--- config.mk ---
export PLATFORM = sky130hd
export DESIGN_NAME = control_sequencer
export DESIGN_NICKNAME = d
export VERILOG_FILES = /design/src/rtl/control_sequencer.sv
export SDC_FILE = /design/constraint.sdc
export NUM_CORES = 1
export LEC_CHECK = 0
export BUFFER_PORTS_ARGS = -buffer_cell sky130_fd_sc_hd__buf_4
export CORE_ASPECT_RATIO = 1.4
export CORE_MARGIN = 4
export CORE_UTILIZATION = 40
export DETAILED_ROUTE_END_ITERATION = 10
export GPL_ROUTABILITY_DRIVEN = 1
export PLACE_DENSITY = 0.7
export SYNTH_ARGS = -nofsm -noshare
export SYNTH_HDL_FRONTEND = slang
export SYNTH_SLANG_ARGS = --single-unit
--- constraint.sdc ---
create_clock -name Clock -period 10.15 [get_ports Clock]
set_clock_uncertainty 0.15 [all_clocks]
set_input_delay 0.5075 -clock Clock [delete_from_list [all_inputs] [get_ports Clock]]
set_output_delay 0.5075 -clock Clock [all_outputs]
set_load 0.05 [all_outputs]
--- src/rtl/control_sequencer.sv ---
// control_sequencer: hardwired control unit that fetches, decodes IR[31:27] and steps T-states.
// Latency: one control step per clock; strobes are registered (Moore), branch PC load qualified by CON_FF in T6.
// Backpressure: none; Stop is latched and honoured at the end of the current instruction, HALT exits only on Reset.
// Optional feature macro: CTRL_IO_EN adds the OutPortin strobe and the in/out opcodes.
module control_sequencer #(
  parameter int T_MAX = 7
) (
  input  logic        Clock,
  input  logic        Reset,
  input  logic [31:0] IR,
  input  logic        CON_FF,
  input  logic        Stop,
  output logic        PCout,
  output logic        Zlowout,
  output logic        ZHighout,
  output logic        MDRout,
  output logic        HIout,
  output logic        LOout,
  output logic        Cout,
  output logic        InPortout,
  output logic        BAout,
  output logic        MARin,
  output logic        Zin,
  output logic        PCin,
  output logic        MDRin,
  output logic        IRin,
  output logic        Yin,
  output logic        HIin,
  output logic        LOin,
  output logic        CONin,
  output logic        GRA,
  output logic        GRB,
  output logic        GRC,
  output logic        Rin,
  output logic        Rout,
  output logic        IncPC,
  output logic        Read,
  output logic        Write,
  output logic [4:0]  operation,
  output logic        Run,
`ifdef CTRL_IO_EN
  output logic        OutPortin,
`endif
  output logic [3:0]  step
);

  // Step counter is wide enough for T0..T_MAX plus headroom; HALT is reported as 4'hF.
  localparam int SW = $clog2(T_MAX + 2);
  typedef logic [SW-1:0] step_t;

  localparam logic [4:0] OP_LD   = 5'b00000;
  localparam logic [4:0] OP_ST   = 5'b00010;
  localparam logic [4:0] OP_ADD  = 5'b00011;
  localparam logic [4:0] OP_SUB  = 5'b00100;
  localparam logic [4:0] OP_AND  = 5'b00101;
  localparam logic [4:0] OP_OR   = 5'b00110;
  localparam logic [4:0] OP_ADDI = 5'b01100;
  localparam logic [4:0] OP_MUL  = 5'b01111;
  localparam logic [4:0] OP_BR   = 5'b10010;
  localparam logic [4:0] OP_JR   = 5'b10100;
  localparam logic [4:0] OP_IN   = 5'b10110;
  localparam logic [4:0] OP_OUT  = 5'b10111;
  localparam logic [4:0] OP_MFHI = 5'b11000;
  localparam logic [4:0] OP_MFLO = 5'b11001;
  localparam logic [4:0] OP_NOP  = 5'b11010;

  typedef enum logic [1:0] {PH_START, PH_RUN, PH_HALT} phase_t;

  // One registered bundle of strobes; br_t6 marks the branch step whose PC load waits on CON_FF.
  typedef struct packed {
    logic pcout, zlowout, zhighout, mdrout, hiout, loout, cout, inportout, baout;
    logic marin, zin, pcin, mdrin, irin, yin, hiin, loin, conin;
    logic gra, grb, grc, rin, rout, incpc, read, write;
`ifdef CTRL_IO_EN
    logic outportin;
`endif
    logic br_t6;
    logic [4:0] op;
  } ctrl_t;

  phase_t     phase_q;
  step_t      step_q;
  logic [4:0] opc_q, opc_d;
  logic       stop_q, stop_d;
  ctrl_t      ctrl_q;

  // Opcode bits below the field are decoded by the datapath, not here.
  logic unused_ir;
  assign unused_ir = ^IR[26:0];

  function automatic logic legal(input logic [4:0] opc);
    case (opc)
      OP_LD, OP_ST, OP_ADD, OP_SUB, OP_AND, OP_OR, OP_ADDI, OP_MUL,
      OP_BR, OP_JR, OP_MFHI, OP_MFLO, OP_NOP: legal = 1'b1;
`ifdef CTRL_IO_EN
      OP_IN, OP_OUT:                          legal = 1'b1;
`endif
      default:                                legal = 1'b0;
    endcase
  endfunction

  function automatic step_t last_step(input logic [4:0] opc);
    case (opc)
      OP_ADD, OP_SUB, OP_AND, OP_OR, OP_ADDI: last_step = step_t'(5);
      OP_MUL, OP_BR:                          last_step = step_t'(6);
      OP_LD, OP_ST:                           last_step = step_t'(7);
      default:                                last_step = step_t'(3);
    endcase
  endfunction

  // Strobes for a given step of a given opcode; operation is only non-zero alongside Zin.
  function automatic ctrl_t ctrl_for(input step_t s, input logic [4:0] opc);
    ctrl_t c;
    c = '0;
    case (int'(s))
      0: begin c.pcout = 1'b1; c.marin = 1'b1; c.incpc = 1'b1; c.zin = 1'b1; end
      1: begin c.zlowout = 1'b1; c.pcin = 1'b1; c.read = 1'b1; c.mdrin = 1'b1; end
      2: begin c.mdrout = 1'b1; c.irin = 1'b1; end
      default: begin
        case (opc)
          OP_ADD, OP_SUB, OP_AND, OP_OR, OP_ADDI: begin
            case (int'(s))
              3: begin c.grb = 1'b1; c.rout = 1'b1; c.yin = 1'b1; end
              4: begin
                c.zin = 1'b1;
                if (opc == OP_ADDI) begin c.cout = 1'b1; c.op = OP_ADD; end
                else begin c.grc = 1'b1; c.rout = 1'b1; c.op = opc; end
              end
              5: begin c.zlowout = 1'b1; c.gra = 1'b1; c.rin = 1'b1; end
              default: ;
            endcase
          end
          OP_MUL: begin
            case (int'(s))
              3: begin c.gra = 1'b1; c.rout = 1'b1; c.yin = 1'b1; end
              4: begin c.grb = 1'b1; c.rout = 1'b1; c.zin = 1'b1; c.op = OP_MUL; end
              5: begin c.zlowout = 1'b1; c.loin = 1'b1; end
              6: begin c.zhighout = 1'b1; c.hiin = 1'b1; end
              default: ;
            endcase
          end
          OP_MFHI: if (int'(s) == 3) begin c.hiout = 1'b1; c.gra = 1'b1; c.rin = 1'b1; end
          OP_MFLO: if (int'(s) == 3) begin c.loout = 1'b1; c.gra = 1'b1; c.rin = 1'b1; end
          OP_LD, OP_ST: begin
            case (int'(s))
              3: begin c.grb = 1'b1; c.baout = 1'b1; c.yin = 1'b1; end
              4: begin c.cout = 1'b1; c.zin = 1'b1; c.op = OP_ADD; end
              5: begin c.zlowout = 1'b1; c.marin = 1'b1; end
              6: begin
                c.mdrin = 1'b1;
                if (opc == OP_LD) c.read = 1'b1;
                else begin c.gra = 1'b1; c.rout = 1'b1; end
              end
              7: begin
                if (opc == OP_LD) begin c.mdrout = 1'b1; c.gra = 1'b1; c.rin = 1'b1; end
                else c.write = 1'b1;
              end
              default: ;
            endcase
          end
          OP_BR: begin
            case (int'(s))
              3: begin c.gra = 1'b1; c.rout = 1'b1; c.conin = 1'b1; end
              4: begin c.pcout = 1'b1; c.yin = 1'b1; end
              5: begin c.cout = 1'b1; c.zin = 1'b1; c.op = OP_ADD; end
              6: c.br_t6 = 1'b1;
              default: ;
            endcase
          end
          OP_JR: if (int'(s) == 3) begin c.gra = 1'b1; c.rout = 1'b1; c.pcin = 1'b1; end
`ifdef CTRL_IO_EN
          OP_IN:  if (int'(s) == 3) begin c.inportout = 1'b1; c.gra = 1'b1; c.rin = 1'b1; end
          OP_OUT: if (int'(s) == 3) begin c.gra = 1'b1; c.rout = 1'b1; c.outportin = 1'b1; end
`endif
          default: ;
        endcase
      end
    endcase
    return c;
  endfunction

  // Pending stop accumulates across the instruction; opcode is captured on the T2->T3 edge.
  always_comb begin
    stop_d = stop_q | Stop;
    opc_d  = opc_q;
    if (phase_q == PH_RUN && step_q == step_t'(2)) opc_d = IR[31:27];
  end

  // Sequencer FSM: advances one T-step per clock and registers the strobes of the step being entered.
  always_ff @(posedge Clock) begin
    if (Reset) begin
      phase_q <= PH_START;
      step_q  <= '0;
      opc_q   <= '0;
      stop_q  <= 1'b0;
      ctrl_q  <= '0;
    end else begin
      opc_q <= opc_d;
      case (phase_q)
        PH_START: begin
          phase_q <= PH_RUN;
          step_q  <= '0;
          stop_q  <= stop_d;
          ctrl_q  <= ctrl_for('0, opc_q);
        end
        PH_RUN: begin
          if (step_q == step_t'(2) && !legal(opc_d)) begin
            phase_q <= PH_HALT;
            stop_q  <= 1'b0;
            ctrl_q  <= '0;
          end else if (step_q == last_step(opc_q) || step_q == step_t'(T_MAX)) begin
            stop_q <= 1'b0;
            if (stop_d) begin
              phase_q <= PH_HALT;
              ctrl_q  <= '0;
            end else begin
              step_q <= '0;
              ctrl_q <= ctrl_for('0, opc_q);
            end
          end else begin
            step_q <= step_q + step_t'(1);
            stop_q <= stop_d;
            ctrl_q <= ctrl_for(step_q + step_t'(1), opc_d);
          end
        end
        PH_HALT: begin
          ctrl_q <= '0;
          stop_q <= 1'b0;
        end
        default: begin
          phase_q <= PH_HALT;
          ctrl_q  <= '0;
        end
      endcase
    end
  end

  assign PCout     = ctrl_q.pcout;
  assign Zlowout   = ctrl_q.zlowout | (ctrl_q.br_t6 & CON_FF);
  assign ZHighout  = ctrl_q.zhighout;
  assign MDRout    = ctrl_q.mdrout;
  assign HIout     = ctrl_q.hiout;
  assign LOout     = ctrl_q.loout;
  assign Cout      = ctrl_q.cout;
  assign InPortout = ctrl_q.inportout;
  assign BAout     = ctrl_q.baout;
  assign MARin     = ctrl_q.marin;
  assign Zin       = ctrl_q.zin;
  assign PCin      = ctrl_q.pcin | (ctrl_q.br_t6 & CON_FF);
  assign MDRin     = ctrl_q.mdrin;
  assign IRin      = ctrl_q.irin;
  assign Yin       = ctrl_q.yin;
  assign HIin      = ctrl_q.hiin;
  assign LOin      = ctrl_q.loin;
  assign CONin     = ctrl_q.conin;
  assign GRA       = ctrl_q.gra;
  assign GRB       = ctrl_q.grb;
  assign GRC       = ctrl_q.grc;
  assign Rin       = ctrl_q.rin;
  assign Rout      = ctrl_q.rout;
  assign IncPC     = ctrl_q.incpc;
  assign Read      = ctrl_q.read;
  assign Write     = ctrl_q.write;
  assign operation = ctrl_q.op;
`ifdef CTRL_IO_EN
  assign OutPortin = ctrl_q.outportin;
`endif
  assign Run       = (phase_q != PH_HALT);
  assign step      = (phase_q == PH_HALT) ? 4'hF : 4'(step_q);

endmodule

==> reports/metrics.yaml <==
status: "finished clean"
drive_gt1_frac: 0.189
crit_fanout: 17
end_kind: "flip-flop"
final_max_slew_viol_count: 0
whs_path_depth: 2
hold_ws_ns: 0.333
drt-pass1-iter-count: 4
power_w: 0.000555
vias_per_cell: 5.51
critPathLaunchType: "flip-flop"
synth_cell_types: 56
grt_pass1_vias: 2182
grt_max_degree: 18
clkTransAtPathRegs_ns: 0.08
cap_violations: 0
final_cell_mix: "dfxtp_1, buf_4, nor2_1, nand2_1, ha_1"
grtUsageMet1: 0.170
htreeDepth: 2
clk_latency_ns: 0.30
syn-cell-area_mm2: 0.00263
use_met2: 0.282
crit_slowest_cell: "and4bb_1"
first_iter_violations: 131
cts_buffers: 5
yosysWarnings: 0
grt.total_usage: 0.155
grt_overflow: 0
worst_path_largest_cell_delay_ns: 0.66
min_path_type: "in -> reg"
diodes: 0
place_congestion: 0.854
top_usage_layer: "met2"
synth_async_sr_flop_share: 0
path_buf_inv: 1
cp.required_ns: 10.24
setup_tns_ns: 0
cp_cell_sequence: "inv_1 > ha_1 > and4bb_1 > mux2i_1 > ha_1 > mux2i_1 > o2bb2ai_1 > mux2_2 > o21ai_2 > a21oi_1 > and4_1"
port_buffers: 43
fp.dieH_um: 104
drc: 0
grt_pass1_wl_mm: 10.2
setup_viol: 0
synth_seq_cells: 45
max_freq_mhz: 224
cts_root_buf: "clkbuf_8"
post-route-util: 0.485
initial_core_util: 0.417
ioPinCount: 72
ys_seq_area_frac: 0.343
fin_crit_ns: 4.46
crit_family: "multiplexers"
tritoncts: "built"
ant_nets: 0
reg2regPathDepth: 11
fin_crit_sh: 0.440
hold_viol_final: 0
clock-sinks: 45
critPathArrivalTime_ns: 4.55
maxSlewHeadroom: 0.459
hold_buffers: 0
tightestPinTransition_ns: 0.803
post_cts_resized: 0
syn_inst: 312
placementRows: 34
final_common_cell: "dfxtp_1"
route.vias.total: 2292
avgSynthCellArea_um2: 8.42
wl_mm: 6.07
clock_path_buffers: 2
peakVddDrop_uv: 90.4
synth_edf_count: 0
power_per_cell_area_mw_per_mm2: 182
cts_setup_buffers: 0
dp_hpwl_mm: 4.59
met3_usage: 0.0321
rsz0062_at_grt: "false"
core_mm2: 0.00630
worstSetupPathDepth: 11
antenna_found_initial: 0
p_leak_nw: 1.30
crit_type: "reg -> reg"
fp.dieW_um: 76.5
nets: 399
synthFlopType: "dfxtp_1"
area_delta_synth_final_pct: 16.3
wl_per_cell_um: 14.6
dieArea_mm2: 0.00795
==> metrics by stage <==
stage               std cells  cell area, µm²  worst slack (ns)
floorplan                 313            2630              6.43
global placement          408            2940              5.81
detailed placement        408            2940              5.77
CTS                       416            3060              5.72
global route              416            3060              5.32
finish                    416            3060              5.69
==> final cells by class <==
| class | count | area (µm²) |
|---|---|---|
| inverter | 15 | 56.3 |
| clock buffer | 6 | 82.6 |
| timing repair buffer | 43 | 323 |
| multi-input combinational | 233 | 1570 |
| tap | 72 | 90.1 |
| sequential | 45 | 901 |
| fill | 624 | 3240 |
| clock inverter | 2 | 37.5 |
==> worst reg2reg max path, stage by stage (launching register included) <==
cell and delay, ns:
dfxtp_1 0.44, inv_1 0.21, ha_1 0.18, and4bb_1 0.66, mux2i_1 0.59, ha_1 0.57
mux2i_1 0.17, o2bb2ai_1 0.32, mux2_2 0.29, o21ai_2 0.15, a21oi_1 0.42, and4_1 0.25
==> power by group <==
| group | switching [W] | internal, W | leakage, nW | total [W] |
|---|---|---|---|---|
| logic | 0.000143 | 0.0000648 | 0.876 | 0.000207 |
| clock network | 0.0000601 | 0.0000800 | 0.0574 | 0.000140 |
| registers | 0.0000128 | 0.000195 | 0.365 | 0.000208 |
| total | 0.000215 | 0.000340 | 1.30 | 0.000555 |
==> synth_stat cells (all sizes together), types with 2 or more instances <==
| library cell | number | area share |
|---|---|---|
| nand2b | 3 | 0.0071 |
| a41oi | 2 | 0.0067 |
| nand3 | 11 | 0.021 |
| inv | 15 | 0.021 |
| o22ai | 3 | 0.0071 |
| a211o | 2 | 0.0067 |
| dfxtp | 45 | 0.34 |
| nor2 | 31 | 0.044 |
| nor3 | 11 | 0.021 |
| ha | 20 | 0.095 |
| o31ai | 2 | 0.0057 |
| nor2b | 6 | 0.014 |
| clkbuf | 10 | 0.014 |
| and2 | 5 | 0.012 |
| nor3b | 7 | 0.020 |
| a21o | 3 | 0.0086 |
| o21ai | 14 | 0.028 |
| a21boi | 2 | 0.0057 |
| o211ai | 6 | 0.019 |
| or2 | 7 | 0.017 |
| xor2 | 3 | 0.010 |
| a31oi | 3 | 0.0071 |
| mux2i | 11 | 0.042 |
| a21oi | 20 | 0.040 |
| a311oi | 2 | 0.0067 |
| nand4 | 2 | 0.0048 |
| nand3b | 2 | 0.0057 |
| or3 | 2 | 0.0048 |
| buf | 10 | 0.027 |
| mux2 | 4 | 0.017 |
| o21a | 6 | 0.017 |
| o31a | 3 | 0.010 |
| and3 | 3 | 0.0071 |
| nand2 | 21 | 0.030 |
==> kinds of logic after synthesis <==
family          share of synthesized area
mux                                0.0590
xor+xnor                           0.0100
buf+inv                            0.0624
simple gates                        0.231
fa+ha+maj                          0.0952
other cells                       0.00143
compound gates                      0.198
flops                               0.343
==> path summary, 6_finish.rpt <==
kind              from     end  slack [ns]
max          step_q[0]   Write        5.69
min reg2reg     stop_q  stop_q        0.38
min              Reset   PCout        0.33
max reg2reg  step_q[0]   Write        5.69
==> flip-flops by register name, indices dropped and copies added (netlist names), 2 cells and up, named ones only <==
register / count
step_q: 4
phase_q: 2
operation: 5
ctrl_q: 3
opc_q: 5
==> per-layer routing <==
layer | wire (µm) | part of all wire
met5 | 0 | 0
met4 | 188 | 0.031
met3 | 323 | 0.053
met2 | 3160 | 0.52
met1 | 2390 | 0.39
(Power assumes the default switching activity.)
